$ cat config.mk
export PLATFORM = sky130hd
export DESIGN_NAME = prbs_receiver_flat
export DESIGN_NICKNAME = d
export VERILOG_FILES = /design/src/rtl/prbs_pkg.sv /design/src/rtl/prbs_receiver_if.sv /design/src/rtl/prbs7_lfsr.sv /design/src/rtl/prbs_receiver.sv /design/src/flat_wrapper.sv
export SDC_FILE = /design/constraint.sdc
export NUM_CORES = 1
export LEC_CHECK = 0
export BUFFER_PORTS_ARGS = -buffer_cell sky130_fd_sc_hd__buf_2
export CAP_MARGIN = 30
export CORE_MARGIN = 1
export CORE_UTILIZATION = 29
export CTS_CLUSTER_DIAMETER = 30
export DETAILED_ROUTE_END_ITERATION = 10
export PLACE_DENSITY = 0.56
export SYNTH_ARGS = -nofsm -noshare
export SYNTH_HDL_FRONTEND = slang
export SYNTH_HIERARCHICAL = 1
export SYNTH_SLANG_ARGS = --single-unit
$ cat constraint.sdc
create_clock -name clk -period 2.6 [get_ports clk]
set_clock_uncertainty 0.2 [all_clocks]
set_input_delay 0.39 -clock clk [delete_from_list [all_inputs] [get_ports clk]]
set_output_delay 0.39 -clock clk [all_outputs]
set_load 0.005 [all_outputs]
$ cat src/rtl/prbs_pkg.sv
// prbs_pkg: shared definitions for the PRBS7 receiver and generator.
// Holds the LFSR order and tap positions, the receiver state encoding,
// the default window length and a saturating-increment helper.
package prbs_pkg;

   localparam int PRBS_ORDER = 7;
   localparam int TAP_HI     = 6;
   localparam int TAP_LO     = 5;

   localparam logic [15:0] WINDOW_LEN_DEFAULT = 16'd50000;
   localparam logic [31:0] CNT_MAX            = 32'hFFFF_FFFF;
   localparam int          RESYNC_MISSES      = 16;

   typedef enum logic [1:0] {
      IDLE    = 2'd0,
      SYNC    = 2'd1,
      MEASURE = 2'd2,
      REPORT  = 2'd3
   } prbs_state_e;

   function automatic logic [31:0] sat_inc(input logic [31:0] v);
      return (v == CNT_MAX) ? v : v + 32'd1;
   endfunction

endpackage

$ cat src/rtl/prbs_receiver_if.sv
// prbs_receiver_if: bundles the receiver's stream input, measurement request
// and result/debug outputs.
//   master : drives bit_in, get_word; observes results
//   slave  : the receiver itself
interface prbs_receiver_if;
   import prbs_pkg::*;

   logic                  bit_in;
   logic                  get_word;
   logic [31:0]           error_bits_out;
   logic [31:0]           total_bits_out;
   logic                  send_data;
   logic [PRBS_ORDER-1:0] wordtest;
   logic [15:0]           countertest;
   logic                  bitin;
   logic                  bitout;

   modport master (
      output bit_in, get_word,
      input  error_bits_out, total_bits_out, send_data,
             wordtest, countertest, bitin, bitout
   );

   modport slave (
      input  bit_in, get_word,
      output error_bits_out, total_bits_out, send_data,
             wordtest, countertest, bitin, bitout
   );
endinterface

$ cat src/rtl/prbs7_lfsr.sv
// prbs7_lfsr: one combinational step of the x^7+x^6+1 sequence.
// Bit 0 of the state is the newest bit.
//   state_i : current 7-bit state
//   fb_o    : next sequence bit, state[6]^state[5]
//   next_o  : state after shifting fb_o in
module prbs7_lfsr
   import prbs_pkg::*;
(
   input  logic [PRBS_ORDER-1:0] state_i,
   output logic                  fb_o,
   output logic [PRBS_ORDER-1:0] next_o
);

   assign fb_o   = state_i[TAP_HI] ^ state_i[TAP_LO];
   assign next_o = {state_i[PRBS_ORDER-2:0], fb_o};

endmodule

$ cat src/rtl/prbs_receiver.sv
// prbs_receiver: PRBS7 bit-error-rate receiver.
// On get_word it locks a local PRBS7 copy onto the incoming stream, then
// compares WINDOW_LEN bits against the self-running prediction and reports
// mismatch/compared counts with a one-cycle send_data strobe.
//   clk, rst : system clock, synchronous active-high reset
//   bus      : prbs_receiver_if.slave (bit_in, get_word in; results and
//              debug taps wordtest/countertest/bitin/bitout out)
// Optional build macro PRBS_RESYNC_EN: 16 consecutive mismatches in MEASURE
// send the FSM back to SYNC, keeping the window counts.
//
// state   | meaning
// IDLE    | waiting for get_word
// SYNC    | loading 7 received bits into the local PRBS state
// MEASURE | comparing received bits with the local prediction
// REPORT  | one cycle: results valid, send_data high
module prbs_receiver
   import prbs_pkg::*;
#(
   parameter logic [15:0] WINDOW_LEN = WINDOW_LEN_DEFAULT
)(
   input logic             clk,
   input logic             rst,
   prbs_receiver_if.slave  bus
);

   prbs_state_e           state_q;
   logic [PRBS_ORDER-1:0] wordtest_q;
   logic [PRBS_ORDER-1:0] wordtest_pred_d;
   logic [PRBS_ORDER-1:0] wordtest_sync_d;
   logic [15:0]           countertest_q;
   logic [2:0]            sync_cnt_q;
   logic                  bitin_q;
   logic                  bitout_w;
   logic                  mismatch_w;
   logic [31:0]           err_cnt_q;
   logic [31:0]           tot_cnt_q;
   logic [31:0]           err_out_q;
   logic [31:0]           tot_out_q;
   logic                  send_q;
`ifdef PRBS_RESYNC_EN
   logic [4:0]            miss_run_q;
`endif

   prbs7_lfsr u_lfsr (
      .state_i (wordtest_q),
      .fb_o    (bitout_w),
      .next_o  (wordtest_pred_d)
   );

   assign wordtest_sync_d = {wordtest_q[PRBS_ORDER-2:0], bitin_q};
   assign mismatch_w      = bitin_q ^ bitout_w;

   always_ff @(posedge clk) begin
      if (rst) begin
         state_q       <= IDLE;
         wordtest_q    <= '0;
         countertest_q <= '0;
         sync_cnt_q    <= '0;
         bitin_q       <= 1'b0;
         err_cnt_q     <= '0;
         tot_cnt_q     <= '0;
         err_out_q     <= '0;
         tot_out_q     <= '0;
         send_q        <= 1'b0;
`ifdef PRBS_RESYNC_EN
         miss_run_q    <= '0;
`endif
      end else begin
         bitin_q <= bus.bit_in;
         send_q  <= 1'b0;
         case (state_q)
            IDLE: begin
               if (bus.get_word) begin
                  state_q       <= SYNC;
                  countertest_q <= '0;
                  sync_cnt_q    <= '0;
                  err_cnt_q     <= '0;
                  tot_cnt_q     <= '0;
`ifdef PRBS_RESYNC_EN
                  miss_run_q    <= '0;
`endif
               end
            end
            SYNC: begin
               wordtest_q <= wordtest_sync_d;
               if (sync_cnt_q == 3'd6) begin
                  sync_cnt_q <= '0;
                  // all-zero state is the LFSR lock-up point: keep loading
                  if (wordtest_sync_d != '0) begin
                     state_q <= MEASURE;
                  end
               end else begin
                  sync_cnt_q <= sync_cnt_q + 3'd1;
               end
            end
            MEASURE: begin
               // the window is closed one cycle after the last compare so
               // that send_data lands WINDOW_LEN+8 cycles after get_word
               if (countertest_q == WINDOW_LEN) begin
                  state_q   <= REPORT;
                  err_out_q <= err_cnt_q;
                  tot_out_q <= tot_cnt_q;
                  send_q    <= 1'b1;
               end else begin
                  // predicted bit is fed back so a line error is counted once
                  wordtest_q    <= wordtest_pred_d;
                  countertest_q <= countertest_q + 16'd1;
                  tot_cnt_q     <= sat_inc(tot_cnt_q);
                  if (mismatch_w) begin
                     err_cnt_q <= sat_inc(err_cnt_q);
                  end
`ifdef PRBS_RESYNC_EN
                  if (mismatch_w) begin
                     if (miss_run_q == 5'(RESYNC_MISSES - 1)) begin
                        miss_run_q <= '0;
                        sync_cnt_q <= '0;
                        state_q    <= SYNC;
                     end else begin
                        miss_run_q <= miss_run_q + 5'd1;
                     end
                  end else begin
                     miss_run_q <= '0;
                  end
`endif
               end
            end
            REPORT: begin
               state_q <= IDLE;
            end
            default: begin
               state_q <= IDLE;
            end
         endcase
      end
   end

   assign bus.error_bits_out = err_out_q;
   assign bus.total_bits_out = tot_out_q;
   assign bus.send_data      = send_q;
   assign bus.wordtest       = wordtest_q;
   assign bus.countertest    = countertest_q;
   assign bus.bitin          = bitin_q;
   assign bus.bitout         = bitout_w;

endmodule

$ cat src/flat_wrapper.sv
// flat-port wrapper written by rule: the top's interface ports become plain ports
module prbs_receiver_flat import prbs_pkg::*;
#(
   parameter logic [15:0] WINDOW_LEN = WINDOW_LEN_DEFAULT
)
  (clk, rst, bus_bit_in, bus_get_word, bus_error_bits_out, bus_total_bits_out, bus_send_data, bus_wordtest, bus_countertest, bus_bitin, bus_bitout);
  prbs_receiver_if bus_i ();
  input logic clk;
  input logic rst;
  input wire logic [$bits(bus_i.bit_in)-1:0] bus_bit_in;
  input wire logic [$bits(bus_i.get_word)-1:0] bus_get_word;
  output wire logic [$bits(bus_i.error_bits_out)-1:0] bus_error_bits_out;
  output wire logic [$bits(bus_i.total_bits_out)-1:0] bus_total_bits_out;
  output wire logic [$bits(bus_i.send_data)-1:0] bus_send_data;
  output wire logic [$bits(bus_i.wordtest)-1:0] bus_wordtest;
  output wire logic [$bits(bus_i.countertest)-1:0] bus_countertest;
  output wire logic [$bits(bus_i.bitin)-1:0] bus_bitin;
  output wire logic [$bits(bus_i.bitout)-1:0] bus_bitout;
  assign bus_i.bit_in = bus_bit_in;
  assign bus_i.get_word = bus_get_word;
  assign bus_error_bits_out = bus_i.error_bits_out;
  assign bus_total_bits_out = bus_i.total_bits_out;
  assign bus_send_data = bus_i.send_data;
  assign bus_wordtest = bus_i.wordtest;
  assign bus_countertest = bus_i.countertest;
  assign bus_bitin = bus_i.bitin;
  assign bus_bitout = bus_i.bitout;
  prbs_receiver #(.WINDOW_LEN(WINDOW_LEN)) u_core (.clk(clk), .rst(rst), .bus(bus_i));
endmodule
==> flow_metrics.env <==
export IMPL_die_area_um2=25470
export IMPL_worstPathRequired_ns=2.75
export IMPL_crit_type="reg2reg"
export IMPL_power_mw=6.718
export IMPL_synth_edf_count=0
export IMPL_detail_route_wl_per_cell_um=14.75
export IMPL_p_sw_frac=0.3075
export IMPL_vdd_drop_max_v=0.0004111
export IMPL_combPwrFrac=0.231
export IMPL_rsz0062_at_grt="yes"
export IMPL_drive_gt1_frac=0.2220
export IMPL_cp_max_fo=4
export IMPL_cts_buffer_depth=2
export IMPL_synthesis_area_um2=7203
export IMPL_max_freq_ghz=0.4033
export IMPL_worst_slew_pin_slew_ns=0.6864
export IMPL_num_rows=57
export IMPL_power_per_cell_area_nw_per_um2=748.5
export IMPL_grt_max_degree=62
export IMPL_p_int_mw=4.652
export IMPL_boundaryPins=94
export IMPL_num_antenna_cells=0
export IMPL_pwr_share_seq=0.380
export IMPL_synth_flop_cell="dfxtp_1"
export IMPL_worst_slew_margin_rel=0.5424
export IMPL_hpwl_um=14130
export IMPL_via_count=6689
export IMPL_syn_avg_cell_area_um2=8.204
export IMPL_ys_types=69
export IMPL_clkPwrFrac=0.390
export IMPL_grt_ovfl_total=0
export IMPL_synthCells=878
export IMPL_cts_tree="yes"
export IMPL_synth_net_count=889
export IMPL_grtUsageTotal=0.1597
export IMPL_grt_pass1_vias=6283
export IMPL_yosysSeqAreaShare=0.4391
export IMPL_detailedRoute_firstPassIterationCount=7
export IMPL_layout_min_cycle_time_ns=2.480
export IMPL_h_tree_depth=4
export IMPL_max_cap_violations=0
export IMPL_drc=0
export IMPL_fillers=2575
export IMPL_switchingPower_mw=2.066
export IMPL_final_util=0.3691
export IMPL_wl_um=19800
export IMPL_startpoint_type="flip-flop"
export IMPL_cts_sinks=158
export IMPL_cts_root_buf="clkbuf_16"
export IMPL_r2r_slack_ns=0.12
export IMPL_finalSetupViolations=0
export IMPL_post_route_period_util=0.9538
export IMPL_ys_async_sr_fraction=0
export IMPL_initial_utilization=0.2962
export IMPL_die_x_um=159.6
export IMPL_status="finished, final reports clean"
export IMPL_cts_buffers=17
export IMPL_area_growth_pct=24.61
export IMPL_drt_iter0_markers=452
export IMPL_drtAntennaViolNets=0
export IMPL_hold_path_class="in2reg"
export IMPL_core_um2=24320
export IMPL_via_per_inst=4.984
export IMPL_antenna_found_initial=0
export IMPL_gp_congestion=0.8668
export IMPL_drv_slew=0
export IMPL_ys_ff_latch=158
export IMPL_nets=1016
export IMPL_hold_viol=0
export IMPL_leakage_nw=3.352
export IMPL_clkSlewWorstSetupHoldPaths_ns=0.07
export IMPL_chipHeight_um=159.6
export IMPL_yosysWarnings=6
export IMPL_insertion_delay_ns=0.42
export IMPL_end_kind="flip-flop"
export IMPL_grt_pass1_wl_um=33060
export IMPL_port_buffers=93
export IMPL_critPathArrivalTime_ns=2.63
## path summary, 6_finish.rpt
path / from / depth (start not counted) / endpoint
setup / recovery: u_core/state_q[0]$_SDFFE_PP0P_ / 8 / u_core/tot_cnt_q[11]$_SDFFE_PP0P_
hold / removal: bus_get_word / 4 / u_core/err_cnt_q[8]$_SDFFE_PP0P_
setup reg to reg: u_core/state_q[0]$_SDFFE_PP0P_ / 8 / u_core/tot_cnt_q[11]$_SDFFE_PP0P_
hold reg to reg: u_core/bus.total_bits_out[9]$_SDFFE_PP0P_ / 2 / u_core/bus.total_bits_out[9]$_SDFFE_PP0P_
## kinds of logic after synthesis
group	synth area share
fa+ha+maj	0.01216
mux	0.01407
flops	0.4391
compound gates	0.1985
xor+xnor	0.02189
buf+inv	0.04499
simple gates	0.2692
## Yosys cell counts, types with 14 or more instances
cell / count / area share
a21oi_1: 103 / 0.072
buf_2: 16 / 0.011
clkbuf_1: 26 / 0.014
dfxtp_1: 158 / 0.44
inv_1: 14 / 0.0073
nand2_1: 181 / 0.094
nand3_1: 35 / 0.024
nand4_1: 23 / 0.020
nor2_1: 55 / 0.029
nor3_1: 20 / 0.014
o21ai_0: 36 / 0.025
xor2_1: 15 / 0.018
## metrics by stage
step | area, µm² | TNS (ns) | hold WS (ns) | std cells | setup slack [ns]
2_1_floorplan | 7203 | 0 | 0.2482 | 878 | 0.2194
3_3_place_gp | 8328 | 0 | 0.2372 | 1309 | 0.1634
3_5_place_dp | 8328 | 0 | 0.2407 | 1309 | 0.1121
4_1_cts | 8954 | 0 | 0.2011 | 1342 | 0.08609
5_1_grt | 8976 | -0.04174 | 0.2438 | 1342 | -0.02964
6_report | 8976 | 0 | 0.2204 | 1342 | 0.1202
## sequential cells by signal (all words and copies together) (netlist names)
register,flops
u_core/bus.send_data,1
u_core/bus.total_bits_out,32
u_core/state_q,2
u_core/bus.bitin,1
u_core/tot_cnt_q,32
u_core/err_cnt_q,32
u_core/sync_cnt_q,3
u_core/bus.error_bits_out,32
u_core/bus.wordtest,7
u_core/bus.countertest,16
## critical path, stage by stage, from the launching register on
cell     delay, ns
dfxtp_1       0.32
inv_1         0.10
ha_1          0.22
inv_1         0.07
o21a_1        0.25
or3_1         0.46
nor2_4        0.17
or4b_1        0.46
a21oi_1       0.15
## power by group through the flow
stage	Combinational, mW	Clock, mW	Sequential, mW
detailed placement	1.52	0	2.61
finish	1.55	2.62	2.55
global placement	1.50	0	2.60
floorplan	1.07	0	2.61
CTS	1.53	2.69	2.55
global route	1.71	2.78	2.56
## timing repair
action | CTS | global route
hold buffers | 1 | 0
endpoints found under the setup margin | 0 | 7
setup buffers | 0 | 0
resized for setup | 0 | 4
endpoints found under the hold margin | 1 | 0
## layer usage
layer  vias to the layer above  part of all wire  wire (µm)  track usage
li1                       3398                 -          -            -
met1                      3157              0.47       9319       0.2029
met2                       120              0.49       9627       0.2721
met3                        14             0.033        660      0.03204
met4                         0            0.0097        192      0.04633
met5                         -                 0          0            0
## cells in the final DEF, fill, tap and decap left out, types with 20 or more instances in the layout
master | Yosys | routed
nand2_1 | 181 | 181
nor2_1 | 55 | 55
nand3_1 | 35 | 33
nand4_1 | 23 | 23
dfxtp_1 | 158 | 158
nor3_1 | 20 | 20
o21ai_0 | 36 | 36
buf_2 | 16 | 92
buf_4 | 11 | 68
a21oi_1 | 103 | 103
## final cells by class
| class | count | area, µm² | share of cell area |
|---|---|---|---|
| multi-input combinational | 652 | 3739 | 0.4165 |
| tap | 324 | 405.4 | 0.04516 |
| clock inverter | 11 | 155.1 | 0.01728 |
| timing repair buffer | 162 | 1001 | 0.1115 |
| inverter | 14 | 52.55 | 0.005854 |
| sequential | 158 | 3163 | 0.3524 |
| clock buffer | 21 | 460.4 | 0.05130 |
Note: power is estimated with default switching activity, not from simulation.
